$ cat src/rtl/variance_norm_calc_multi_pkg.sv
// Shared definitions for the variance normaliser.
//   vnc_state_e : controller state encoding
//   CORNER_ADD  : per-corner sign of the integral-image combination (A,B,C,D) = (+,-,-,+)
//   one_q()     : fixed-point 1.0 for a given number of fractional bits
package pkg_variance_norm;

    typedef enum logic [3:0] {
        StIdle,
        StFetch,
        StDrain,
        StMulMean,
        StMulSq,
        StMulMean2,
        StSub,
        StCheck,
        StSqrt,
        StDone
    } vnc_state_e;

    // Bit k set: corner k is added, clear: subtracted.
    localparam logic [3:0] CORNER_ADD = 4'b1001;

    function automatic logic [63:0] one_q(input int unsigned frac);
        return 64'd1 << frac;
    endfunction

endpackage

$ cat src/rtl/variance_norm_calc_multi_sqrt.sv
// Bit-serial non-restoring integer square root.
//   clk, resetn : clock, asynchronous active-low reset
//   start       : load radicand and perform the first iteration in the same cycle
//   radicand    : RAD_W-bit unsigned input (RAD_W must be even)
//   busy        : iterations still in progress
//   done        : one-cycle pulse, RAD_W/2 cycles after start; root is then final
//   root        : floor(sqrt(radicand))
module var_sqrt_serial #(
    parameter int unsigned RAD_W = 48
) (
    input  logic               clk,
    input  logic               resetn,
    input  logic               start,
    input  logic [RAD_W-1:0]   radicand,
    output logic               busy,
    output logic               done,
    output logic [RAD_W/2-1:0] root
);

    localparam int unsigned HALF = RAD_W / 2;
    // Partial remainder magnitude stays below 2*root+2, so HALF+3 bits signed is ample.
    localparam int unsigned RW   = HALF + 3;
    localparam int unsigned CW   = $clog2(HALF + 1);

    logic [RW-1:0]    rem_q, r_in, r_sh, r_nx;
    logic [HALF-1:0]  root_q, q_in, q_nx;
    logic [RAD_W-1:0] rad_q;
    logic [1:0]       pair;
    logic [CW-1:0]    cnt_q;
    logic             busy_q, done_q;
    logic             unused_rem;

    always_comb begin
        r_in = start ? '0 : rem_q;
        q_in = start ? '0 : root_q;
        pair = start ? radicand[RAD_W-1 -: 2] : rad_q[RAD_W-1 -: 2];
        r_sh = {r_in[RW-3:0], pair};
        // Negative remainder is corrected by adding instead of restoring.
        if (!r_in[RW-1]) begin
            r_nx = r_sh - RW'({q_in, 2'b01});
        end else begin
            r_nx = r_sh + RW'({q_in, 2'b11});
        end
        q_nx = HALF'({q_in, ~r_nx[RW-1]});
    end

    assign unused_rem = r_in[RW-2];

    always_ff @(posedge clk or negedge resetn) begin
        if (!resetn) begin
            rem_q  <= '0;
            root_q <= '0;
            rad_q  <= '0;
            cnt_q  <= '0;
            busy_q <= 1'b0;
            done_q <= 1'b0;
        end else begin
            done_q <= 1'b0;
            if (start) begin
                rem_q  <= r_nx;
                root_q <= q_nx;
                rad_q  <= {radicand[RAD_W-3:0], 2'b00};
                cnt_q  <= CW'(HALF - 1);
                busy_q <= (HALF > 1);
                if (HALF == 1) begin
                    done_q <= 1'b1;
                end
            end else if (busy_q) begin
                rem_q  <= r_nx;
                root_q <= q_nx;
                rad_q  <= {rad_q[RAD_W-3:0], 2'b00};
                cnt_q  <= cnt_q - 1'b1;
                if (cnt_q == CW'(1)) begin
                    busy_q <= 1'b0;
                    done_q <= 1'b1;
                end
            end
        end
    end

    assign busy = busy_q;
    assign done = done_q;
    assign root = root_q;

endmodule

$ cat src/rtl/variance_norm_calc_multi.sv
// Per-window variance normaliser: fetches four integral-image corners (sum and squared sum)
// from a selectable bank, computes mean/variance in Q(FRAC) and returns sqrt(variance),
// or 1.0 when the variance is non-positive or below the programmable threshold.
//   clk, resetn                    : clock, asynchronous active-low reset
//   in_valid/in_ready              : request handshake; in_buf, inv_area, thresh latched on accept
//   rd_addr, rd_buf                : corner index 0..3 and bank select to the cache
//   rd_sum, rd_sqsum               : per-bank corner data, READ_LAT cycles after rd_addr
//   out_valid/out_ready            : result handshake; norm_factor, clamped held while valid
// Optional build macro VNC_STATS_EN adds stat_clr, stat_total, stat_clamped (saturating).
module variance_norm_calc_multi
    import pkg_variance_norm::*;
#(
    parameter int unsigned FIXED_W  = 32,
    parameter int unsigned FRAC     = 16,
    parameter int unsigned SUM_W    = 32,
    parameter int unsigned SQSUM_W  = 32,
    parameter int unsigned NUM_BUF  = 2,
    parameter int unsigned READ_LAT = 1,
    localparam int unsigned BUF_W   = (NUM_BUF > 1) ? $clog2(NUM_BUF) : 1
) (
    input  logic                       clk,
    input  logic                       resetn,
    input  logic                       in_valid,
    output logic                       in_ready,
    input  logic [BUF_W-1:0]           in_buf,
    input  logic [FIXED_W-1:0]         inv_area,
    input  logic [FIXED_W-1:0]         thresh,
    output logic [1:0]                 rd_addr,
    output logic [BUF_W-1:0]           rd_buf,
    input  logic [NUM_BUF*SUM_W-1:0]   rd_sum,
    input  logic [NUM_BUF*SQSUM_W-1:0] rd_sqsum,
    output logic                       out_valid,
    input  logic                       out_ready,
    output logic [FIXED_W-1:0]         norm_factor,
    output logic                       clamped
`ifdef VNC_STATS_EN
    ,
    input  logic                       stat_clr,
    output logic [15:0]                stat_total,
    output logic [15:0]                stat_clamped
`endif
);

    localparam int unsigned MW0   = (SUM_W > SQSUM_W) ? SUM_W : SQSUM_W;
    localparam int unsigned MW    = (MW0 > FIXED_W) ? MW0 : FIXED_W;
    localparam int unsigned PW    = 2 * MW;
    localparam int unsigned RAD_W = FIXED_W + FRAC;
    localparam int unsigned HALF  = RAD_W / 2;

    vnc_state_e          state_q;
    logic [BUF_W-1:0]    buf_q;
    logic [FIXED_W-1:0]  inv_q, thresh_q, mean_q, msq_q, norm_q;
    logic [SUM_W-1:0]    s_q, sum_sel;
    logic [SQSUM_W-1:0]  q_q, sq_sel;
    logic [1:0]          rd_addr_q;
    logic [PW-1:0]       prod_q, product;
    logic [MW-1:0]       mul_a, mul_b;
    logic signed [FIXED_W:0] var_q;
    logic [FIXED_W-1:0]  m2;
    logic                clamped_q, out_valid_q, in_ready_q;
    logic                clamp_cond, sqrt_start, sqrt_done, sqrt_busy;
    logic [RAD_W-1:0]    radicand;
    logic [HALF-1:0]     sqrt_root;
    logic                unused_bits;
    int                  bank_idx;

    // Read-return tracking: stage READ_LAT-1 marks the cycle whose data is on rd_sum.
    logic [READ_LAT-1:0] vld_q;
    logic [1:0]          addr_pipe_q [READ_LAT];
    logic                samp_vld;
    logic [1:0]          samp_addr;

    always_comb begin
        bank_idx  = (int'(buf_q) < int'(NUM_BUF)) ? int'(buf_q) : 0;
        sum_sel   = rd_sum[bank_idx*SUM_W +: SUM_W];
        sq_sel    = rd_sqsum[bank_idx*SQSUM_W +: SQSUM_W];
        samp_vld  = vld_q[READ_LAT-1];
        samp_addr = addr_pipe_q[READ_LAT-1];
    end

    // Single shared multiplier; operands chosen by the current multiply state.
    always_comb begin
        mul_a = '0;
        mul_b = '0;
        case (state_q)
            StMulMean: begin
                mul_a = MW'(s_q);
                mul_b = MW'(inv_q);
            end
            StMulSq: begin
                mul_a = MW'(q_q);
                mul_b = MW'(inv_q);
            end
            StMulMean2: begin
                mul_a = MW'(mean_q);
                mul_b = MW'(mean_q);
            end
            default: ;
        endcase
        product = PW'(mul_a) * PW'(mul_b);
    end

    always_comb begin
        m2         = FIXED_W'(prod_q >> FRAC);
        clamp_cond = var_q[FIXED_W] || (var_q == '0) || (var_q < $signed({1'b0, thresh_q}));
        sqrt_start = (state_q == StCheck) && !clamp_cond;
        radicand   = RAD_W'(var_q[FIXED_W-1:0]) << FRAC;
    end

    assign unused_bits = ^{prod_q, sqrt_root, sqrt_busy};

    var_sqrt_serial #(
        .RAD_W (RAD_W)
    ) u_sqrt (
        .clk      (clk),
        .resetn   (resetn),
        .start    (sqrt_start),
        .radicand (radicand),
        .busy     (sqrt_busy),
        .done     (sqrt_done),
        .root     (sqrt_root)
    );

    always_ff @(posedge clk or negedge resetn) begin
        if (!resetn) begin
            vld_q <= '0;
            for (int i = 0; i < int'(READ_LAT); i++) begin
                addr_pipe_q[i] <= '0;
            end
        end else begin
            vld_q[0]       <= (state_q == StFetch);
            addr_pipe_q[0] <= rd_addr_q;
            for (int i = 1; i < int'(READ_LAT); i++) begin
                vld_q[i]       <= vld_q[i-1];
                addr_pipe_q[i] <= addr_pipe_q[i-1];
            end
        end
    end

    always_ff @(posedge clk or negedge resetn) begin
        if (!resetn) begin
            state_q     <= StIdle;
            buf_q       <= '0;
            inv_q       <= '0;
            thresh_q    <= '0;
            s_q         <= '0;
            q_q         <= '0;
            rd_addr_q   <= '0;
            prod_q      <= '0;
            mean_q      <= '0;
            msq_q       <= '0;
            var_q       <= '0;
            norm_q      <= '0;
            clamped_q   <= 1'b0;
            out_valid_q <= 1'b0;
            in_ready_q  <= 1'b0;
        end else begin
            if (samp_vld) begin
                if (CORNER_ADD[samp_addr]) begin
                    s_q <= s_q + sum_sel;
                    q_q <= q_q + sq_sel;
                end else begin
                    s_q <= s_q - sum_sel;
                    q_q <= q_q - sq_sel;
                end
            end
            case (state_q)
                StIdle: begin
                    if (in_valid && in_ready_q) begin
                        buf_q      <= in_buf;
                        inv_q      <= inv_area;
                        thresh_q   <= thresh;
                        s_q        <= '0;
                        q_q        <= '0;
                        rd_addr_q  <= '0;
                        in_ready_q <= 1'b0;
                        state_q    <= StFetch;
                    end else begin
                        in_ready_q <= 1'b1;
                    end
                end
                StFetch: begin
                    if (rd_addr_q == 2'd3) begin
                        state_q <= StDrain;
                    end else begin
                        rd_addr_q <= rd_addr_q + 2'd1;
                    end
                end
                StDrain: begin
                    if (samp_vld && (samp_addr == 2'd3)) begin
                        state_q <= StMulMean;
                    end
                end
                StMulMean: begin
                    prod_q  <= product;
                    state_q <= StMulSq;
                end
                StMulSq: begin
                    mean_q  <= prod_q[FIXED_W-1:0];
                    prod_q  <= product;
                    state_q <= StMulMean2;
                end
                StMulMean2: begin
                    msq_q   <= prod_q[FIXED_W-1:0];
                    prod_q  <= product;
                    state_q <= StSub;
                end
                StSub: begin
                    var_q   <= $signed({1'b0, msq_q}) - $signed({1'b0, m2});
                    state_q <= StCheck;
                end
                StCheck: begin
                    if (clamp_cond) begin
                        norm_q      <= FIXED_W'(one_q(FRAC));
                        clamped_q   <= 1'b1;
                        out_valid_q <= 1'b1;
                        state_q     <= StDone;
                    end else begin
                        state_q <= StSqrt;
                    end
                end
                StSqrt: begin
                    if (sqrt_done) begin
                        norm_q      <= FIXED_W'(sqrt_root);
                        clamped_q   <= 1'b0;
                        out_valid_q <= 1'b1;
                        state_q     <= StDone;
                    end
                end
                StDone: begin
                    if (out_ready) begin
                        out_valid_q <= 1'b0;
                        in_ready_q  <= 1'b1;
                        state_q     <= StIdle;
                    end
                end
                default: state_q <= StIdle;
            endcase
        end
    end

    assign in_ready    = in_ready_q;
    assign rd_addr     = rd_addr_q;
    assign rd_buf      = buf_q;
    assign out_valid   = out_valid_q;
    assign norm_factor = norm_q;
    assign clamped     = clamped_q;

`ifdef VNC_STATS_EN
    logic [15:0] stat_total_q, stat_clamped_q;

    always_ff @(posedge clk or negedge resetn) begin
        if (!resetn) begin
            stat_total_q   <= '0;
            stat_clamped_q <= '0;
        end else if (stat_clr) begin
            stat_total_q   <= '0;
            stat_clamped_q <= '0;
        end else if (out_valid_q && out_ready) begin
            if (stat_total_q != 16'hffff) begin
                stat_total_q <= stat_total_q + 16'd1;
            end
            if (clamped_q && (stat_clamped_q != 16'hffff)) begin
                stat_clamped_q <= stat_clamped_q + 16'd1;
            end
        end
    end

    assign stat_total   = stat_total_q;
    assign stat_clamped = stat_clamped_q;
`endif

endmodule

$ cat config.mk
export PLATFORM = sky130hd
export DESIGN_NAME = variance_norm_calc_multi
export DESIGN_NICKNAME = d
export VERILOG_FILES = /design/src/rtl/variance_norm_calc_multi_pkg.sv /design/src/rtl/variance_norm_calc_multi_sqrt.sv /design/src/rtl/variance_norm_calc_multi.sv
export SDC_FILE = /design/constraint.sdc
export NUM_CORES = 2
export LEC_CHECK = 0
export ABC_AREA = 1
export CAP_MARGIN = 25
export CORE_MARGIN = 2
export CORE_UTILIZATION = 55
export DETAILED_ROUTE_END_ITERATION = 16
export PLACE_DENSITY_LB_ADDON = 0.1
export SLEW_MARGIN = 5
export SYNTH_ARGS = -nofsm -noshare
export SYNTH_HDL_FRONTEND = slang
export SYNTH_SLANG_ARGS = --single-unit
$ cat constraint.sdc
create_clock -name clk -period 9.7 [get_ports clk]
set_input_delay 2.425 -clock clk [delete_from_list [all_inputs] [get_ports clk]]
set_output_delay 2.425 -clock clk [all_outputs]
set_load 0.03 [all_outputs]
-- Word-level counts from Yosys, hierarchy flattened
Cells that the tools add are included.
- flip-flop bits (word level): 424
- latch bits: 0
- RAM bits: 0
- bits in read-only memories: 0
- input bits: 197
- output and inout port bits: 38
- memories kept: 0
- add/subtract/negate cells: 9
- multipliers: 1
- div/mod/pow operators: 0
- magnitude comparators: 2
- equal/unequal tests: 19
- shift operators: 2
- multiplexer cells: 52
- bitwise operators: 1
- reductions and logical operators: 21
- operator list (kind ; number):
    32-bit 2-to-1 mux ; 10
    32-bit case mux with 2 select lines ; 2
    64-bit by 7-bit indexed part select with 32-bit output ; 2
    27-bit 2-to-1 mux ; 4
    48-bit 2-to-1 mux ; 2
    32-bit case mux with 3 select lines ; 1
    24-bit 2-to-1 mux ; 3
    32-bit adder ; 2
    32-bit subtractor ; 2
    32-bit by 32-bit multiplier with 48-bit output ; 1
    4-bit case mux with 10 select lines ; 1
    33-bit zero test ; 1
    33-bit less-than comparator ; 1
    32-bit by 32-bit subtractor with 33-bit output ; 1
    27-bit by 26-bit adder with 27-bit output ; 1
    27-bit by 26-bit subtractor with 27-bit output ; 1
    4-bit 2-to-1 mux ; 5
    4-bit by 3-bit equality test with 1-bit output (second input constant) ; 4
    1-bit 2-to-1 mux ; 14
    5-bit 2-to-1 mux ; 2
    2-bit != test (second input constant) ; 5
    4-bit by 2-bit equality test with 1-bit output (second input constant) ; 2
    4-bit equality test (second input constant) ; 2
    2-bit nonzero test ; 4
    24 further kinds ; 34

-- Longest topological paths before layout
- depth after elaboration: 11
- mapped depth: 42
- depth with buffers taken out: 39

-- Cells and area by module
A second synthesis with hierarchy kept.
- cell total of the unflattened synthesis: 7499
- area total of the unflattened synthesis: 56395.3 µm²
- modules (own cells, without submodules) (module ; instances ; cells each ; area each (µm²) ; sequential area each (µm²)):
    variance_norm_calc_multi ; 1 ; 6649 ; 50208.2 ; 7757.4
    var_sqrt_serial ; 1 ; 850 ; 6187.2 ; 2577.5

-- Least setup slack after synthesis
Ideal clock, no wire load.
- path type: reg-to-reg
- start: reg state_q[3]
- end: reg prod_q[40]
- library setup time: 0.131 ns
- data arrival time: 7.723 ns
- slack: 1.846 ns
- cell stages (with the launch flop): 38
- cell sequence: dfrtp_1 > inv_2 > nand2_4 > nor2_4 > nor2_4 > inv_2 > buf_2 > buf_1 > nand2_1 > nand2_1 > clkbuf_1 > nand2_1 > inv_1 > fa_1 > fa_1 > fa_1 > inv_1 > fa_1 > [2 not listed] > fa_1 > fa_1 > inv_1 > fa_1 > inv_1 > ha_1 > a21oi_1 > inv_1 > a21oi_1 > inv_1 > a21oi_1 > o21ai_0 > a21oi_1 > o21ai_0 > a31o_2 > or2_2 > nand3_1 > o21ai_0
- cells in the longest elaborated chain, start to end: 4
- elaborated cells on any way between the ends: 8
- classes of those cells: mul: 1; eq/ne: 3; mux: 2; reduce/logical: 2
- ends and longest elaborated chain (item ; line ; text):
    start, declared ; variance_norm_calc_multi.sv:50 ; vnc_state_e state_q;
    start signal, assigned ; variance_norm_calc_multi.sv:142 ; state_q <= StIdle;
    start signal, assigned ; variance_norm_calc_multi.sv:177 ; state_q <= StFetch;
    start signal, assigned ; variance_norm_calc_multi.sv:184 ; state_q <= StDrain;
    4-bit by 3-bit equality test with 1-bit output / 4-bit by 2-bit equality test with 1-bit output (equally long branches) ; variance_norm_calc_multi.sv:85, variance_norm_calc_multi.sv:167 ;
    2-bit OR reduction (no line) ; - ;
    32-bit case mux with 2 select lines ; variance_norm_calc_multi.sv:85 ; case (state_q)
    32-bit by 32-bit multiplier with 48-bit output ; variance_norm_calc_multi.sv:100 ; product = PW'(mul_a) * PW'(mul_b);
    end signal, assigned ; variance_norm_calc_multi.sv:195 ; prod_q <= product;
    end signal, assigned ; variance_norm_calc_multi.sv:200 ; prod_q <= product;
    end signal, assigned ; variance_norm_calc_multi.sv:205 ; prod_q <= product;
    end, declared ; variance_norm_calc_multi.sv:56 ; logic [PW-1:0] prod_q, product;
Several ways; a longest one is shown, not always the timed one.
A chain may end at the register's enable or synchronous reset.

-- Worst setup path in the final report
- start: reg state_q[0]
- end: reg prod_q[47]
Same word-level chain as after synthesis.

==> results.toml <==
[clock_tree]
post_cts_buffers = 0
path_clk_slew_ns = 0.07
cts-root-buf = "clkbuf_16"
cts_tree = "done"
htree_num_levels = 2
clock_sinks = 397
cts_resized = 0
numCtsBuffers = 43
clk_latency_ns = 0.62
cts_hold_buf = 0
cts_buffer_depth = 3

[floorplan]
core.rowCount = 116
ios = 235
die_w_um = 321
initial_utilization_pct = 55.4
die_area_um2 = 103000
core_um2 = 99900
die_h_um = 321

[worst_setup_path]
required_ns = 10.24
cp.arrival_ns = 9.80
r2r-start = "state_q[0]$_DFFE_PN0P_"
reg2reg_setup_slack_ns = 0.44
path_class = "flip-flop to flip-flop"
cpMaxStageDelayCell = "nand2_1"
cp-startpoint = "state_q[0]$_DFFE_PN0P_"
end_kind = "flip-flop"
reg2reg_depth = 37
reg2reg_to = "prod_q[47]$_DFFE_PN0N_"
crit_fanout = 26
cpMostUsedCell = "inv_1"
slowest_delay_ns = 0.67
endpoint = "prod_q[47]$_DFFE_PN0N_"
start_kind = "flip-flop"

[run]
cap_violations = 0

[timing]
setup_viol = 0
fin_crit_sh_pct = 95.5
skew_ns = 0.0389
rsz0062_at_grt = "no"
setup_slack_ns = 0.436
maxSlewViolCount = 0
tns_ns = 0
relSlewSlack_pct = 29.4
worst-slew-pin-transition_ns = 1.06
fmax_mhz = 108
hold_viol_final = 0
final.min_clock_period_ns = 9.26

[global_route]
grt_usage_pct = 31.9
grt_pass1_wl_um = 258000
grt_max_degree = 144
grt_pass1_vias = 47300
grt_overflow = 0
antenna_found_initial = 1

[synth]
synth-seq-area-share_pct = 18.0
ys_top_cells_by_area = "fa_1 (28%), dfrtp_1 (18%), nand2_1 (13%), inv_1 (12%), ha_1 (7.5%)"
synth_cells = 7306
yosysTopAreaCellShare_pct = 28.3
synth_area_um2 = 55300
yosys.area.top_type = "fa_1"
synth_warnings = 0
postSynthAreaPerCell_um2 = 7.57
synthDistinctLibCells = 64
synth_edf_count = 0
synth_async_sr_flop_share_pct = 100
synth-seq-cells = 397
synth-main-ff-cell = "dfrtp_1"

[placed_design]
dp.cells = 8661
place_hpwl_um = 128000
gp_congestion = 0.982
portBuffers = 226
pre_cts_ws_ns = 0.598

[drt]
routed_via_density = 5.30
routed_wl_um = 159000
avgRoutedWirePerCell_um = 18.2
first_pass_iters = 6
via_count = 46300
detail-route-antenna-nets = 0
drt_first_iter_violations = 3485
drc = 0

[pwr]
swShare_pct = 55.6
ir_drop_mv = 0.179
power_density_nw_per_um2 = 293
power_frac_clock_pct = 10.0
cellLeakagePower_nw = 34.4
p_switching_w = 0.00991
internal_power_w = 0.00791
power.total_w = 0.0178
power_frac_comb_pct = 73.9
seqPwrFrac_pct = 16.1

[layout]
fillCellCount = 9299
final_common_cell = "nand2_1"
fin_nets = 8724
fin_cells = 8743
areaGrowthSynthToFinish_pct = 9.92
mostFrequentLayoutCells = "nand2_1 (1964), inv_1 (1819), fa_1 (782)"
final_layout_size_suffix_gt1_share_pct = 4.74

[hold_path]
hold_class = "flip-flop to flip-flop"

[run_status]
status = "finished, final reports clean"
synth_stat cells (all sizes together), types with 7 or more instances:
cell,number
o31ai,29
inv,1837
nor2,234
o21bai,9
mux2i,30
o211ai,91
or2,62
xor2,116
fa,782
nor4,12
o221ai,12
a21o,18
nand3,163
ha,332
a21oi,257
nor3,42
nand4,34
a21boi,9
buf,46
dfrtp,397
nand2,1979
o21a,14
clkbuf,261
xnor2,46
nand3b,7
o21ai,416
a31oi,36
critical path, delay by kind of cell, from the launching register on:
family                   cells  cell delay (ns)
AO/OA/AOI/OAI                5             1.22
flip-flops                   1             0.44
buffers and inverters       12             1.51
adder cells (fa/ha/maj)      9             4.26
AND/OR/NAND/NOR             11             1.73
worst min path at each step:
| stage | start | to | slack [ns] | depth (start not counted) |
|---|---|---|---|---|
| 5_1_grt | rd_addr[1]$_DFFE_PN0P_ | addr_pipe_q[1]$_DFF_PN0_ | 0.45 | 0 |
| 3_5_place_dp | rd_addr[1]$_DFFE_PN0P_ | addr_pipe_q[1]$_DFF_PN0_ | 0.42 | 0 |
| 4_1_cts | rd_addr[0]$_DFFE_PN0P_ | addr_pipe_q[0]$_DFF_PN0_ | 0.44 | 0 |
| 6_report | rd_addr[0]$_DFFE_PN0P_ | addr_pipe_q[0]$_DFF_PN0_ | 0.44 | 0 |
| 3_3_place_gp | rd_addr[1]$_DFFE_PN0P_ | addr_pipe_q[1]$_DFF_PN0_ | 0.41 | 0 |
| 2_1_floorplan | inv_q[0]$_DFFE_PN0P_ | inv_q[0]$_DFFE_PN0P_ | 0.44 | 2 |
state kept, by name, summed over array words and instances (netlist names), 32 cells and up:
name      count
q_q          32
var_q        33
msq_q        32
mean_q       32
thresh_q     32
s_q          32
prod_q       48
inv_q        32
layer usage:
metal	routed length (um)	up-vias	global-route usage [%]
met2	75300	1321	52.9
met5	0	-	0
met1	69500	22800	44.5
met4	5730	0	10.1
met3	8940	235	2.99
li1	-	22000	-
power by group through the flow:
| stage | Clock (W) | Combinational, W | Sequential [W] |
|---|---|---|---|
| 5_1_grt | 0.00187 | 0.0147 | 0.00293 |
| 3_5_place_dp | 0 | 0.0130 | 0.00288 |
| 3_3_place_gp | 0 | 0.0128 | 0.00287 |
| 2_1_floorplan | 0 | 0.00922 | 0.00266 |
| 4_1_cts | 0.00180 | 0.0131 | 0.00286 |
| 6_report | 0.00178 | 0.0132 | 0.00287 |
through the flow:
stage | hold slack [ns] | utilization [%] | instance area [um^2]
final | 0.436 | 60.9 | 60800
after CTS | 0.436 | 60.7 | 60700
after global placement | 0.414 | 59.2 | 59100
after global routing | 0.454 | 60.9 | 60800
after detailed placement | 0.421 | 59.2 | 59200
after floorplan | 0.442 | - | 55300
final cells by class:
class                   instances  area (um^2)  area share [%]
diodes                          1         2.50         0.00412
clock buffers                  58         1220            2.01
clock inverters                18          275           0.453
inverters                    1840         6910            11.4
multi-input cells            4769        37200            61.2
flip-flops and latches        397         9940            16.4
well taps                    1298         1620            2.67
repair buffers                362         3590            5.91
kinds of logic (layout without fill, tap and decap cells):
logic type	after synthesis	in the layout	share of synthesized area (%)
xor gates and xnor gates	162	162	2.57
and+or+nand+nor	2539	2539	18.7
other	1	9	0.00678
DFF	397	397	18.0
AOI/OAI and AO/OA	916	916	9.46
buffers and inverters	2147	2278	14.9
adders and majority gates	1114	1114	35.8
muxes	30	30	0.570
Note: power is estimated with default switching activity, not from simulation.
